**config.mk**
```make
export PLATFORM = sky130hd
export DESIGN_NAME = hamm_fifo_rcv_flat
export DESIGN_NICKNAME = d
export VERILOG_FILES = /design/src/rtl/hamm_fifo_rcv_if.sv /design/src/rtl/hamm_fifo_rcv.sv /design/src/flat_wrapper.sv
export SDC_FILE = /design/constraint.sdc
export NUM_CORES = 1
export LEC_CHECK = 0
export ABC_AREA = 1
export CAP_MARGIN = 5
export CORE_MARGIN = 1.5
export CORE_UTILIZATION = 50
export DETAILED_ROUTE_END_ITERATION = 10
export DONT_BUFFER_PORTS = 1
export GPL_ROUTABILITY_DRIVEN = 0
export PLACE_DENSITY = 0.73
export SLEW_MARGIN = 20
export SYNTH_ARGS = -nofsm -noshare
export SYNTH_HDL_FRONTEND = slang
export SYNTH_SLANG_ARGS = --single-unit
```
**constraint.sdc**
```tcl
create_clock -name CLK -period 4.4 [get_ports CLK]
set_input_delay 0.88 -clock CLK [delete_from_list [all_inputs] [get_ports CLK]]
set_output_delay 0.88 -clock CLK [all_outputs]
set_load 0.05 [all_outputs]
```
**src/rtl/hamm_fifo_rcv_if.sv**
```systemverilog
// Bus between the Hamming encoder stage, the receive FIFO/decoder and the
// serializer. The receiver uses the slave modport. The bench or upstream
// logic uses the master modport.
interface hamm_fifo_rcv_if;
   logic [37:0] data_ham_in;
   logic        start_write;
   logic        read_signal;
   logic [31:0] data_output;
   logic        data_valid;
   logic        err_corrected;
   logic        err_uncorrectable;
   logic        fifo_full;
   logic        fifo_empty;
   logic        overflow;

   modport master (
      output data_ham_in, start_write, read_signal,
      input  data_output, data_valid, err_corrected, err_uncorrectable,
             fifo_full, fifo_empty, overflow
   );

   modport slave (
      input  data_ham_in, start_write, read_signal,
      output data_output, data_valid, err_corrected, err_uncorrectable,
             fifo_full, fifo_empty, overflow
   );
endinterface

```
**src/rtl/hamm_fifo_rcv.sv**
```systemverilog
// hamm_fifo_rcv: a FIFO that stores 38-bit Hamming codewords, followed by a
// SEC decoder on the read side.
// - Bit index = Hamming position - 1. Parity bits sit at positions 1,2,4,8,16,32.
// - The decoded word and its error flags are registered. They appear one cycle
//   after the accepted read, and they hold their values until the next pulse.
// - Optional feature: when HAMM_ERR_CNT_EN is defined, the block adds a
//   saturating 16-bit counter of corrected words on port err_count.
module hamm_fifo_rcv #(
   parameter int DEPTH  = 8,
   parameter int ADDR_W = 3
) (
   input  logic                  CLK,
   input  logic                  reset,
   hamm_fifo_rcv_if.slave        bus
`ifdef HAMM_ERR_CNT_EN
   ,
   output logic [15:0]           err_count
`endif
);

   localparam logic [ADDR_W:0] FULL_COUNT = (ADDR_W+1)'(DEPTH);

   // Storage and pointers
   logic [37:0]       r_mem [DEPTH];
   logic [ADDR_W-1:0] r_wr_ptr;
   logic [ADDR_W-1:0] r_rd_ptr;
   logic [ADDR_W:0]   r_count;
   logic              r_full;
   logic              r_empty;
   logic              r_overflow;

   // Registered decoder results
   logic [31:0]       r_data;
   logic              r_data_valid;
   logic              r_err_corr;
   logic              r_err_unc;

   // Handshake qualification
   logic              w_rd_ok;
   logic              w_wr_ok;
   logic [ADDR_W:0]   w_count_nxt;

   // Decoder datapath
   logic [37:0]       w_cw;
   logic [37:0]       w_cw_fix;
   logic [5:0]        w_syn;
   logic              w_corr;
   logic              w_unc;
   logic [31:0]       w_data;

   // A read is taken only when data is present. Reading an empty FIFO does not
   // fall through, even when a write arrives in the same cycle. When the FIFO is
   // full, a write is accepted only if a read frees a slot in the same cycle.
   assign w_rd_ok = bus.read_signal & ~r_empty;
   assign w_wr_ok = bus.start_write & (~r_full | w_rd_ok);

   // Occupancy for the next cycle: a write alone adds one, a read alone
   // subtracts one, and both together leave it unchanged
   always_comb begin
      // NOTE: assign every always_comb output a default first so that a path
      // that does not assign it cannot infer a latch.
      w_count_nxt = r_count;
      case ({w_wr_ok, w_rd_ok})
         2'b10:   w_count_nxt = r_count + 1'b1;
         2'b01:   w_count_nxt = r_count - 1'b1;
         default: w_count_nxt = r_count;
      endcase
   end

   // Codeword storage, written on an accepted write
   // NOTE: the array is not reset. The pointers and occupancy alone decide
   // which entries are valid. Leaving the array unreset lets it map to RAM.
   always_ff @(posedge CLK) begin
      if (w_wr_ok)
         r_mem[r_wr_ptr] <= bus.data_ham_in;
   end

   // Pointers, occupancy, registered full/empty flags and the sticky overflow flag
   always_ff @(posedge CLK or posedge reset) begin
      if (reset) begin
         r_wr_ptr   <= '0;
         r_rd_ptr   <= '0;
         r_count    <= '0;
         r_full     <= 1'b0;
         r_empty    <= 1'b1;
         r_overflow <= 1'b0;
      end else begin
         // NOTE: sequential state uses non-blocking assignments. Every flop
         // then samples values from before the edge, whatever the statement order.
         if (w_wr_ok)
            r_wr_ptr <= r_wr_ptr + 1'b1;
         if (w_rd_ok)
            r_rd_ptr <= r_rd_ptr + 1'b1;
         r_count <= w_count_nxt;
         r_full  <= (w_count_nxt == FULL_COUNT);
         r_empty <= (w_count_nxt == '0);
         if (bus.start_write && !w_wr_ok)
            r_overflow <= 1'b1;
      end
   end

   // Syndrome of the entry at the head of the FIFO, then single-bit correction
   always_comb begin
      w_cw  = r_mem[r_rd_ptr];
      w_syn = '0;
      for (int i = 0; i < 38; i++) begin
         if (w_cw[i])
            w_syn = w_syn ^ 6'(i + 1);
      end
      w_cw_fix = w_cw;
      w_corr   = 1'b0;
      w_unc    = 1'b0;
      if (w_syn > 6'd38) begin
         w_unc = 1'b1;
      end else if (w_syn != 6'd0) begin
         w_cw_fix[w_syn - 6'd1] = ~w_cw[w_syn - 6'd1];
         w_corr                 = 1'b1;
      end
   end

   // Take the 32 data bits from the non-power-of-two positions, low to high
   assign w_data = {w_cw_fix[37:32], w_cw_fix[30:16], w_cw_fix[14:8],
                    w_cw_fix[6:4],   w_cw_fix[2]};

   // Register the decode result on each accepted read. Between reads the
   // result holds its value.
   always_ff @(posedge CLK or posedge reset) begin
      if (reset) begin
         r_data       <= '0;
         r_data_valid <= 1'b0;
         r_err_corr   <= 1'b0;
         r_err_unc    <= 1'b0;
      end else begin
         r_data_valid <= w_rd_ok;
         if (w_rd_ok) begin
            r_data     <= w_data;
            r_err_corr <= w_corr;
            r_err_unc  <= w_unc;
         end
      end
   end

`ifdef HAMM_ERR_CNT_EN
   logic [15:0] r_err_count;

   // Saturating count of corrected words. It updates on the same edge as the
   // data_valid pulse that reports the word.
   always_ff @(posedge CLK or posedge reset) begin
      if (reset)
         r_err_count <= '0;
      else if (w_rd_ok && w_corr && (r_err_count != 16'hFFFF))
         r_err_count <= r_err_count + 16'd1;
   end

   assign err_count = r_err_count;
`endif

   assign bus.data_output       = r_data;
   assign bus.data_valid        = r_data_valid;
   assign bus.err_corrected     = r_err_corr;
   assign bus.err_uncorrectable = r_err_unc;
   assign bus.fifo_full         = r_full;
   assign bus.fifo_empty        = r_empty;
   assign bus.overflow          = r_overflow;

endmodule

```
**src/flat_wrapper.sv**
```systemverilog
// flat-port wrapper written by rule: the top's interface ports become plain ports
module hamm_fifo_rcv_flat 
#(
   parameter int DEPTH  = 8,
   parameter int ADDR_W = 3
)
  (CLK, reset, bus_data_ham_in, bus_start_write, bus_read_signal, bus_data_output, bus_data_valid, bus_err_corrected, bus_err_uncorrectable, bus_fifo_full, bus_fifo_empty, bus_overflow);
  hamm_fifo_rcv_if bus_i ();
  input  logic CLK;
  input  logic reset;
  input wire logic [$bits(bus_i.data_ham_in)-1:0] bus_data_ham_in;
  input wire logic [$bits(bus_i.start_write)-1:0] bus_start_write;
  input wire logic [$bits(bus_i.read_signal)-1:0] bus_read_signal;
  output wire logic [$bits(bus_i.data_output)-1:0] bus_data_output;
  output wire logic [$bits(bus_i.data_valid)-1:0] bus_data_valid;
  output wire logic [$bits(bus_i.err_corrected)-1:0] bus_err_corrected;
  output wire logic [$bits(bus_i.err_uncorrectable)-1:0] bus_err_uncorrectable;
  output wire logic [$bits(bus_i.fifo_full)-1:0] bus_fifo_full;
  output wire logic [$bits(bus_i.fifo_empty)-1:0] bus_fifo_empty;
  output wire logic [$bits(bus_i.overflow)-1:0] bus_overflow;
  assign bus_i.data_ham_in = bus_data_ham_in;
  assign bus_i.start_write = bus_start_write;
  assign bus_i.read_signal = bus_read_signal;
  assign bus_data_output = bus_i.data_output;
  assign bus_data_valid = bus_i.data_valid;
  assign bus_err_corrected = bus_i.err_corrected;
  assign bus_err_uncorrectable = bus_i.err_uncorrectable;
  assign bus_fifo_full = bus_i.fifo_full;
  assign bus_fifo_empty = bus_i.fifo_empty;
  assign bus_overflow = bus_i.overflow;
  hamm_fifo_rcv #(.DEPTH(DEPTH), .ADDR_W(ADDR_W)) u_core (.CLK(CLK), .reset(reset), .bus(bus_i));
endmodule
```
* Word-level counts from Yosys, hierarchy flattened
Memories as Yosys holds them, arrays and structs flattened.
Cells that the tools add are included.
** Storage, ports and cells
- Bits in writable memories :: 304
- Word-level logic and storage cells :: 121
- Register bits after elaboration :: 48
- Memory bits (read-only) :: 0
- Memories kept :: 1
- Bits in latches :: 0
** Cells by class
- Shift operators :: 0
- Reduce and logical (&&, ||, !) cells :: 5
- $lt $le $gt $ge :: 3
- Add/subtract/negate cells :: 5
- Muxes and demuxes :: 51
- Equality and inequality tests :: 3
- Multiply operators :: 0
- Divide/modulo/power cells :: 0
- Bitwise gates (word level) :: 43
** Memories
- u_core.r_mem :: words 8, bits a word 38, rd ports 1, clocked after Yosys merged registers in 0, write ports 1, line hamm_fifo_rcv.sv:24 : logic [37:0] r_mem [DEPTH];
** Operators by type and width (number)
- two-way mux 5 bit :: 16
- two-way mux 38 bit :: 2
- two-way mux 6 bit :: 7
- inverter 3 bit :: 13
- bitwise mux 38 bit :: 1
- two-way mux 4 bit :: 8
- inverter 2 bit :: 13
- inverter 4 bit :: 5
- two-way mux 3 bit :: 4
- two-way mux 1 bit :: 8
- case mux 4 bit (2 select lines) :: 1
- less-than comparator 6 x 7 -> 1 bit, second input constant :: 1
- adder 3 x 1 -> 3 bit, second input constant :: 2
- binary-select mux 1 bit (select 6 bit) :: 1
- demux 1 bit (select 6 bit) :: 1
- greater-or-equal comparator 6 x 1 -> 1 bit, second input constant :: 1
- > comparator 6 bit, second input constant :: 1
- nonzero test 6 bit :: 1
- subtractor 6 x 1 -> 6 bit, second input constant :: 1
- inverter 1 bit, first input constant :: 5
- inverter 5 bit :: 1
- adder 4 x 1 -> 4 bit, second input constant :: 1
- equality test 4 bit, second input constant :: 1
- zero test 4 bit :: 1
- other kinds (9) :: 14

* Depth between registers and ports, before layout
Gate-level depths: netlist of the first run.
An unclocked memory read counts as a cell.
- Depth after elaboration :: 79
- Gate-level depth with buffers :: 35
- Gate-level depth less buffers :: 32

* Worst setup path after synthesis of the first run
No wires, ideal clock.
- Path type :: input port to flip-flop
- From :: in bus_read_signal
- To :: mem u_core.r_mem[0][0], enable pin
- Cell stages on the path :: 7
- Arrival :: 3.534 ns
- Data required time :: 3.967 ns
- Path slack :: 0.433 ns
- Setup time :: 0.433 ns
- Path through :: inv_1 nor2_1 clkinv_1 nand2_1 nand2_1 or2_2 nor2_1
** On the way
- Longest elaborated chain between the ends :: 5
** RTL lines
- start: declaration :: line flat_wrapper.sv:13 : input wire logic [$bits(bus_i.read_signal)-1:0] bus_read_signal;
- AND 1 bit :: line hamm_fifo_rcv.sv:54 : assign w_rd_ok = bus.read_signal & ~r_empty;
- named net u_core.w_rd_ok :: line hamm_fifo_rcv.sv:39 : logic w_rd_ok;
- bitwise OR 1 bit :: line hamm_fifo_rcv.sv:55 : assign w_wr_ok = bus.start_write & (~r_full | w_rd_ok);
- AND 1 bit :: line hamm_fifo_rcv.sv:55
- two-way mux 1 bit :: line hamm_fifo_rcv.sv:74 : if (w_wr_ok)
- two-way mux 1 bit (not written as such) :: line hamm_fifo_rcv.sv:75 : r_mem[r_wr_ptr] <= bus.data_ham_in;
- end: declaration :: line hamm_fifo_rcv.sv:24
The timed path passes the listed nets, and every way through them passes these cells.

* Final worst setup path of the first run
- From :: reg u_core.r_rd_ptr[0]
- To :: reg u_core.r_data[19], in the netlist u_core.bus.data_output[19]
** On the way
- Longest elaborated chain between the ends :: 65
- Elaborated cells between the ends (all ways) :: 85
** RTL lines
- start: declaration :: line hamm_fifo_rcv.sv:26 : logic [ADDR_W-1:0] r_rd_ptr;
- start signal: assignment :: line hamm_fifo_rcv.sv:93 : r_rd_ptr <= r_rd_ptr + 1'b1;
- memory (8 x 38 bit) (*)
- two-way mux 1 bit :: line hamm_fifo_rcv.sv:107 : if (w_cw[i])
- two-way mux 2 bit :: line hamm_fifo_rcv.sv:107
- inverter 2 bit (no source line)
- two-way mux 2 bit :: line hamm_fifo_rcv.sv:107
- two-way mux 3 bit :: line hamm_fifo_rcv.sv:107
- inverter 2 bit (no source line)
- two-way mux 3 bit (2 in a row) :: line hamm_fifo_rcv.sv:107
- [48 not listed]
- subtractor 6 x 1 -> 6 bit :: line hamm_fifo_rcv.sv:116 : w_cw_fix[w_syn - 6'd1] = ~w_cw[w_syn - 6'd1];
- less-than comparator 6 x 7 -> 1 bit (not written as such) / greater-or-equal comparator 6 x 1 -> 1 bit (equally long branches) :: line hamm_fifo_rcv.sv:116
- logical AND 1 bit (not written as such) :: line hamm_fifo_rcv.sv:116
- two-way mux 1 bit (not written as such) :: line hamm_fifo_rcv.sv:116
- demux 1 bit (select 6 bit)
- bitwise mux 38 bit :: line hamm_fifo_rcv.sv:116
- two-way mux 38 bit :: line hamm_fifo_rcv.sv:115 : end else if (w_syn != 6'd0) begin
- two-way mux 38 bit (*) :: line hamm_fifo_rcv.sv:113 : if (w_syn > 6'd38) begin
- end signal: assignment :: line hamm_fifo_rcv.sv:136 : r_data <= w_data;
- end: declaration :: line hamm_fifo_rcv.sv:33 : logic [31:0] r_data;
Mark *: on every way between the ends. The rest lies on a longest branch, timed or not. The select of a mux whose other input is x is not followed.
A chain may end at the register's enable or synchronous reset.

==> results of run 1 <==
-- timing repair --
item / 4_1_cts / 5_1_grt
resized for setup: 0 / 32
setup buffers: 0 / 3
setup endpoints to repair: 0 / 32
-- state kept, by name (all words and copies together) (netlist names), 3 cells and up --
signal	cells
u_core.r_wr_ptr	3
u_core.r_mem	304
u_core.r_rd_ptr	3
u_core.r_count	4
u_core.bus.data_output	32
-- routing by layer --
metal / part of all wire / global-route usage
met1: 0.40 / 0.312
met2: 0.46 / 0.378
met3: 0.11 / 0.0546
met4: 0.032 / 0.0827
met5: 0 / 0
-- worst reg2reg max path: stages, from the launching register on --
cell                       delay [ns]
sky130_fd_sc_hd__dfrtp_4         0.53
sky130_fd_sc_hd__clkinv_8        0.14
sky130_fd_sc_hd__buf_16          0.24
sky130_fd_sc_hd__o21ai_0         0.21
sky130_fd_sc_hd__o21ai_1         0.09
sky130_fd_sc_hd__o21ai_2         0.46
sky130_fd_sc_hd__inv_2           0.15
sky130_fd_sc_hd__nand2_1         0.09
sky130_fd_sc_hd__nand2_1         0.07
sky130_fd_sc_hd__nand3_1         0.11
sky130_fd_sc_hd__nand2_1         0.06
sky130_fd_sc_hd__nand2_1         0.07
sky130_fd_sc_hd__nand2_1         0.07
sky130_fd_sc_hd__nand2_1         0.08
sky130_fd_sc_hd__inv_1           0.05
sky130_fd_sc_hd__nor2_2          0.22
sky130_fd_sc_hd__ha_4            0.28
sky130_fd_sc_hd__buf_6           0.16
sky130_fd_sc_hd__nand3_1         0.09
sky130_fd_sc_hd__nand3_1         0.10
sky130_fd_sc_hd__nand3_1         0.12
sky130_fd_sc_hd__nand2_2         0.15
sky130_fd_sc_hd__nand2_2         0.21
sky130_fd_sc_hd__nand4_1         0.12
sky130_fd_sc_hd__nand2_1         0.08
sky130_fd_sc_hd__nand2_1         0.04
-- per-stage QoR --
stage	instance area (sq um)	setup TNS (ns)	cells	util
6_report	19100	0	2365	0.566
3_3_place_gp	17600	0	2290	0.523
3_5_place_dp	17600	0	2290	0.523
2_1_floorplan	17200	0	1887	-
5_1_grt	19100	-0.00411	2365	0.566
4_1_cts	18800	0	2354	0.558
-- placed cells by master (no fill, tap or decap), types with 7 or more instances in the layout --
cell type,Yosys,routed
sky130_fd_sc_hd__dfrtp_1,47,44
sky130_fd_sc_hd__nand4_1,39,39
sky130_fd_sc_hd__o21ai_2,6,7
sky130_fd_sc_hd__buf_4,20,35
sky130_fd_sc_hd__nor2_1,254,245
sky130_fd_sc_hd__clkbuf_16,0,39
sky130_fd_sc_hd__inv_1,136,134
sky130_fd_sc_hd__nor2_4,1,10
sky130_fd_sc_hd__xor2_1,17,17
sky130_fd_sc_hd__o21ai_0,51,51
sky130_fd_sc_hd__nand2_1,636,631
sky130_fd_sc_hd__clkinv_1,1,7
sky130_fd_sc_hd__o22ai_1,13,13
sky130_fd_sc_hd__nand3_1,175,173
sky130_fd_sc_hd__edfxtp_1,304,304
sky130_fd_sc_hd__inv_2,14,14
sky130_fd_sc_hd__xnor2_1,9,9
sky130_fd_sc_hd__o21ai_1,56,55
sky130_fd_sc_hd__nand2_2,5,11
sky130_fd_sc_hd__clkbuf_1,8,10
-- cells by family after synthesis --
| group | Yosys count | share of synthesized area |
|---|---|---|
| mux | 1 | 0.000581 |
| fa+ha+maj | 7 | 0.00552 |
| xor+xnor | 27 | 0.0142 |
| simple gates | 1125 | 0.269 |
| compound gates | 138 | 0.0436 |
| flops | 352 | 0.600 |
| buf+inv | 237 | 0.0678 |
-- final timing paths --
check,end,slack (ns)
min,u_core.r_wr_ptr[2]$_DFFE_PP0P_,0.39
min in group CLK,u_core.r_mem[0][37]$_DFFE_PP_,0.43
max reg2reg,u_core.bus.data_output[19]$_DFFE_PP0P_,0.32
min reg2reg,u_core.r_count[2]$_DFF_PP0_,0.51
max,u_core.bus.data_output[19]$_DFFE_PP0P_,0.32
max in group asynchronous,u_core.r_rd_ptr[0]$_DFFE_PP0P_,3.41
-- cell type report --
class,instances,area (sq um)
repair inverters,2,16.3
flip-flops and latches,352,10300
inverters,153,594
fillers,2858,14600
clock inverters,15,180
well taps,448,561
multi-input cells,1303,5940
repair buffers,43,429
clock buffers,49,1000
==> results list, run 1 <==
- The cell sitting at the root of the clock tree is a sky130_fd_sc_hd__clkbuf_16.
- Number of setup violations in the final report: 0
* Final critical-path setup slack: approximately 0.32 ns
- The synthesized design spends more area on one cell type than any other, namely sky130_fd_sc_hd__edfxtp_1.
- In the final layout, the share of cells above drive strength 1 is 0.0850.
* Growth of design area from synthesis to finish: 10.6%
- The critical path runs through a total of 25 cells.
- Area of the mapped netlist: approximately 0.017 sq mm
- Total of hold buffers inserted after clock tree synthesis: 0
- For this block, the routed nets add up to 42900 um of wire.
* Crit-path leading delay family: simple AND/OR/NAND/NOR gates
- Most repeated cell in the gate-level netlist after synthesis: sky130_fd_sc_hd__nand2_1
* Count of yosys warnings during synthesis: 0
- Static timing analysis puts the maximum clock frequency at 245 MHz.
* H-tree levels: 2
* Clock tree skew after final layout: 0.0261 ns
* Depth of the most critical reg-to-reg path: 25
* Share of synthesized registers carrying an async set or reset: 0.136
- The count of buffers added on input and output ports is 0.
- Across the run, the number of max-cap violations was 0.
- Count of final hold-check violations: 0
* Overall via count from detail_route: 13100
- Crit-path max cell delay: 0.53 ns
- The detailed router finished its first iteration with approximately 1500 violations.
- The first detailed-routing pass ran for 9 iterations.
* Sinks on the clock net: 352
- Slew of the pin with the lowest slew margin: about 0.87 ns
* EDFF count, synth: 304
* Max-slew violations: 0
- For this run the aggregate overflow at the end of global routing stands at 0.
- Run status: finished, final reports clean
- Arrival time of data at the critical path endpoint: 4.49 ns
- Worst path most repeated cell: sky130_fd_sc_hd__nand2_1
- The via count of the first global-routing pass is 12100.
- A synthesized cell averages 9.13 sq um.
* Synthesized Nets: between 1500 and 2000
- Vias per Instance: 5.56
- Fin crit period: 4.08 ns
- The critical path contains buffers and inverters numbering 5 combined.
- The most used flip-flop cell after synthesis is sky130_fd_sc_hd__edfxtp_1.
- Headroom to the max-slew limit: 0.421
- The later pin in the worst-skew pair is clocked with a latency of 0.54 ns.
- Antenna diodes: 0
- The total area inside the core boundary comes to about 0.034 sq mm.
- Final worst-path cycle share: 0.928
- Per-cell routed wire length: 18.1 um
- In this run the count of I/O pins placed on the die edge is 80.
- Antenna-violating nets left: 0
- Vertical extent of the die: ~190 um
- Sequential element share of the synthesized area: 0.600
* Slowest cell on crit path: sky130_fd_sc_hd__dfrtp_4
* Worst hold path type: in2async
- Pin count of the biggest net entering global routing: 95
- Hold timing on the final database bottoms out at a slack of 0.388 ns.
- After detailed routing, the number of remaining DRC violations is 0.
* Critical Setup Path Class: reg2reg
- Synthesis produced roughly 1900 cells.
* Top post-synthesis cells by count: sky130_fd_sc_hd__nand2_1 (636), sky130_fd_sc_hd__edfxtp_1 (304), sky130_fd_sc_hd__nor2_1 (254)
- At the worst endpoint, the required time is roughly 4.8 ns.
- The number of antenna violations at the first check in global routing came to 0.
- Post-synthesis cell type count: 42
* First-pass GRT wire length: around 65000 um
- Global-route total usage across every layer: 0.235
* Crit end category: register
- CTS tree: done
* Detailed placer's ending HPWL: ~26000 um
* Crit path launch type: register
* Critical-path maximum fanout: 73
- Source of the worst register-to-register timing path: u_core.r_rd_ptr[0]$_DFFE_PP0P_
- Die area: around 0.036 sq mm
- The floorplan has 67 rows.
* Pre-CTS worst setup slack: a little under 0.2 ns
* Initial Util: 0.511
- The most critical setup path has its startpoint at u_core.r_rd_ptr[0]$_DFFE_PP0P_.
- By area the synthesized netlist is led by sky130_fd_sc_hd__edfxtp_1 (53%), sky130_fd_sc_hd__nand2_1 (14%), sky130_fd_sc_hd__dfrtp_1 (6.8%).
- The longest clock path from root to sink contains 3 buffers.
- The die is 189 um wide.
- Synth Register Bits: around 350
* CTS clk-pin slew, worst paths: 0.06 ns
* Number of nets in the layout: 1941
* Inserted Clock Buffers: 37
* Area share of the largest cell type after synthesis: 0.530
Power of run 1 is left out: the tool's default activity adds up to more than one toggle a clock period on the data nets, which glitch-free logic cannot reach.
==> run 2: changes to the inputs <==
- SKIP_LAST_GASP: default -> 1
==> run 2 against run 1 <==
Sequential share of layout area is essentially flat. Setup slack lost 0.11 ns. Global-route usage is the same. Non-clock buffer count is the same.
==> results list, run 2 (same netlist as run 1, synthesis figures left out) <==
* Fin crit period: 4.19 ns (+0.107 ns)
* Sequential standard cell area: 0.0103 sq mm (unchanged)
- The remaining global-route overflow is 0 (unchanged).
- Critical-path maximum fanout: 47 (-36%)
* H-tree levels: 2 (unchanged)
* Number of global-route vias before repair: 12100 (unchanged)
- By instance count, the cell type seen most on the critical path is sky130_fd_sc_hd__nand2_1.
- The wire length of the first global-routing pass is 64900 um (unchanged).
- Crit path launch type: register
* First drt pass iteration count: 8 (-1)
- Detailed placer's ending HPWL: 26100 um (unchanged)
* Critical Setup Path Class: reg2reg
- The die outline area is 0.0356 sq mm (unchanged).
* Buf+Inv Stages, Crit Path: 4 (-1)
- The final routed wire length divided by cell count is 18.1 um (about the same).
* Depth of the most critical reg-to-reg path: 27 (+8.0%)
- Instance area at placement: 0.0176 sq mm (unchanged)
* Clock buffer depth: 3 (unchanged)
* Pin count of the biggest net entering global routing: 95 (unchanged)
- FP Rows: 67 (unchanged)
* Source of the worst register-to-register timing path: u_core.r_rd_ptr[0]$_DFFE_PP0P_
- The detailed-route vias per instance came to 5.56 (about the same).
- # Max-Cap Violations: 0 (unchanged)
- Sinks on the clock net: 352 (unchanged)
- Area taken by multi-input logic gates: 0.00593 sq mm (-0.17%)
- Clock tree skew after final layout: 0.0258 ns (-0.000322 ns)
- The clock latency on the worst-skew pair was 0.54 ns (about the same).
* Antenna diodes: 0 (unchanged)
* Number of instances in the placed design: 2290 (unchanged)
- The setup slack of the worst register-to-register path came to 0.21 ns (-0.11 ns).
- The setup TNS after final layout was 0 ns (unchanged).
* Core area: 0.0337 sq mm (unchanged)
- The count of final max-slew check failures came to 0 (unchanged).
* Layout cells sized above 1: 0.0850 (unchanged)
- Clock tree synthesis selected as its root buffer the cell sky130_fd_sc_hd__clkbuf_16.
- The initial core utilization was 0.511 (unchanged).
* Final worst-path cycle share: 0.952 (+0.0243)
- The synthesis-to-finish area growth came to 10.6% (about the same).
- Total of fill cells in the finished design: 2863 (+0.17%)
- Number of top-level pins: 80 (unchanged)
- The hold violation total from the final report was 0 (unchanged).
- The critical path's largest stage delay is 0.56 ns (+0.03 ns).
* Global-route total usage across every layer: 0.235 (unchanged)
* Overall via count from detail_route: 13100 (-0.053%)
* Die span in x: 189 um (unchanged)
* DRC marker count from the first detailed-route iteration: 1376 (-5.2%)
- The arrival time at the worst endpoint is 4.59 ns (+0.10 ns).
- Commonest non-fill, non-tap cells in the layout: sky130_fd_sc_hd__nand2_1 (631), sky130_fd_sc_hd__edfxtp_1 (304), sky130_fd_sc_hd__nor2_1 (245), sky130_fd_sc_hd__nand3_1 (173), sky130_fd_sc_hd__inv_1 (134)
- Crit-path leading delay family: simple AND/OR/NAND/NOR gates
- TritonCTS built the clock tree.
- The number of nets with antenna violations after routing came to 0 (unchanged).
* Slew of the pin with the lowest slew margin: 0.866 ns (-0.00101 ns)
- The worst hold path belongs to the class in2async.
- The endpoint identified for the worst register-to-register timing path is u_core.bus.data_output[1]$_DFFE_PP0P_.
- The flow ran to the end, and the final reports show no timing, DRC or antenna violations.
* Initial antenna violation count: 0 (unchanged)
* Vertical extent of the die: 189 um (unchanged)
- Setup repair after global routing missed its margin: true
* Non-filler cells, final: 2365 (unchanged)
- The required time of the worst setup path is 4.80 ns (about the same).
- The DRC violations left is 0 (unchanged).
- The final cell area excluding filler cells came to 0.0190 sq mm (about the same).
- The number of flip-flops under the largest register name is 304 (unchanged).
- The final net count is 1941 (unchanged).
- Number of setup violations in the final report: 0 (unchanged)
- The routed wire length is 42900 um (about the same).
- u_core.r_mem holds more flip-flops than any other register.
- The number of input and output port buffers inserted is 0 (unchanged).
* Crit end category: register
- CTS clk-pin slew, worst paths: 0.06 ns (about the same)
- The largest individual stage delay along the critical path comes from the cell sky130_fd_sc_hd__dfrtp_4.
- Inserted Clock Buffers: 37 (unchanged)
- The library cell used most frequently in the layout, excluding fill and tap cells, is sky130_fd_sc_hd__nand2_1.
- Highest achievable clock rate: 239 MHz (-2.6%)
- The tightest slew margin relative to the limit came to 0.422 (+0.000673).
==> run 2: cell types whose count changed in the layout (fill, tap and decap cells not counted) <==
cell	before	now
sky130_fd_sc_hd__ha_2	0	1
sky130_fd_sc_hd__ha_4	1	0
==> run 2: routing by layer <==
metal  track usage  up-vias  wire length (um)  part of all wire
li1              -     6240                 -                 -
met1         0.312     6152             17500              0.41
met2         0.378      643             19800              0.46
met3        0.0546      103              4300              0.10
met4        0.0827        0              1340             0.031
met5             0        -                 0                 0
==> run 2: how the worst max path moves through the flow <==
stage / from / to / cells past startpoint
after floorplan: bus_read_signal / u_core.r_mem[0][0]$_DFFE_PP_ / 7
after global placement: u_core.r_rd_ptr[0]$_DFFE_PP0P_ / u_core.bus.data_output[31]$_DFFE_PP0P_ / 27
after detailed placement: u_core.r_rd_ptr[0]$_DFFE_PP0P_ / u_core.bus.data_output[31]$_DFFE_PP0P_ / 28
after CTS: u_core.r_rd_ptr[0]$_DFFE_PP0P_ / u_core.bus.data_output[31]$_DFFE_PP0P_ / 28
after global routing: u_core.r_rd_ptr[0]$_DFFE_PP0P_ / u_core.bus.data_output[31]$_DFFE_PP0P_ / 30
final: u_core.r_rd_ptr[0]$_DFFE_PP0P_ / u_core.bus.data_output[1]$_DFFE_PP0P_ / 27
==> run 2: area by class of cell <==
| cell class | count | area share |
|---|---|---|
| clock inverter | 15 | 0.00946 |
| multi-input combinational | 1303 | 0.311 |
| clock buffer | 49 | 0.0526 |
| inverter | 153 | 0.0312 |
| tap | 448 | 0.0294 |
| timing repair buffer | 43 | 0.0225 |
| timing repair inverter | 2 | 0.000854 |
| sequential | 352 | 0.543 |
==> run 2: metrics by stage <==
stage / hold WS [ns] / setup WS (ns) / utilization
2_1_floorplan: 0.464 / 0.433 / -
3_3_place_gp: 0.483 / 0.289 / 0.523
3_5_place_dp: 0.498 / 0.199 / 0.523
4_1_cts: 0.424 / 0.169 / 0.558
5_1_grt: 0.419 / -0.0414 / 0.565
6_report: 0.387 / 0.212 / 0.565
==> run 2: repair_timing <==
item / in CTS / in global routing
buffers inserted: 0 / 3
resized for setup: 0 / 31
hold buffers: 0 / 0
endpoints found under the setup margin: 0 / 32
Power of run 2 is left out for the same reason.
==> run 3: changes to the inputs <==
- CTS_CLUSTER_DIAMETER: default -> 120
==> results of run 3 <==
The final DEF is identical to that of run 2; final timing and power are the same.
Power of run 3 is left out for the same reason.
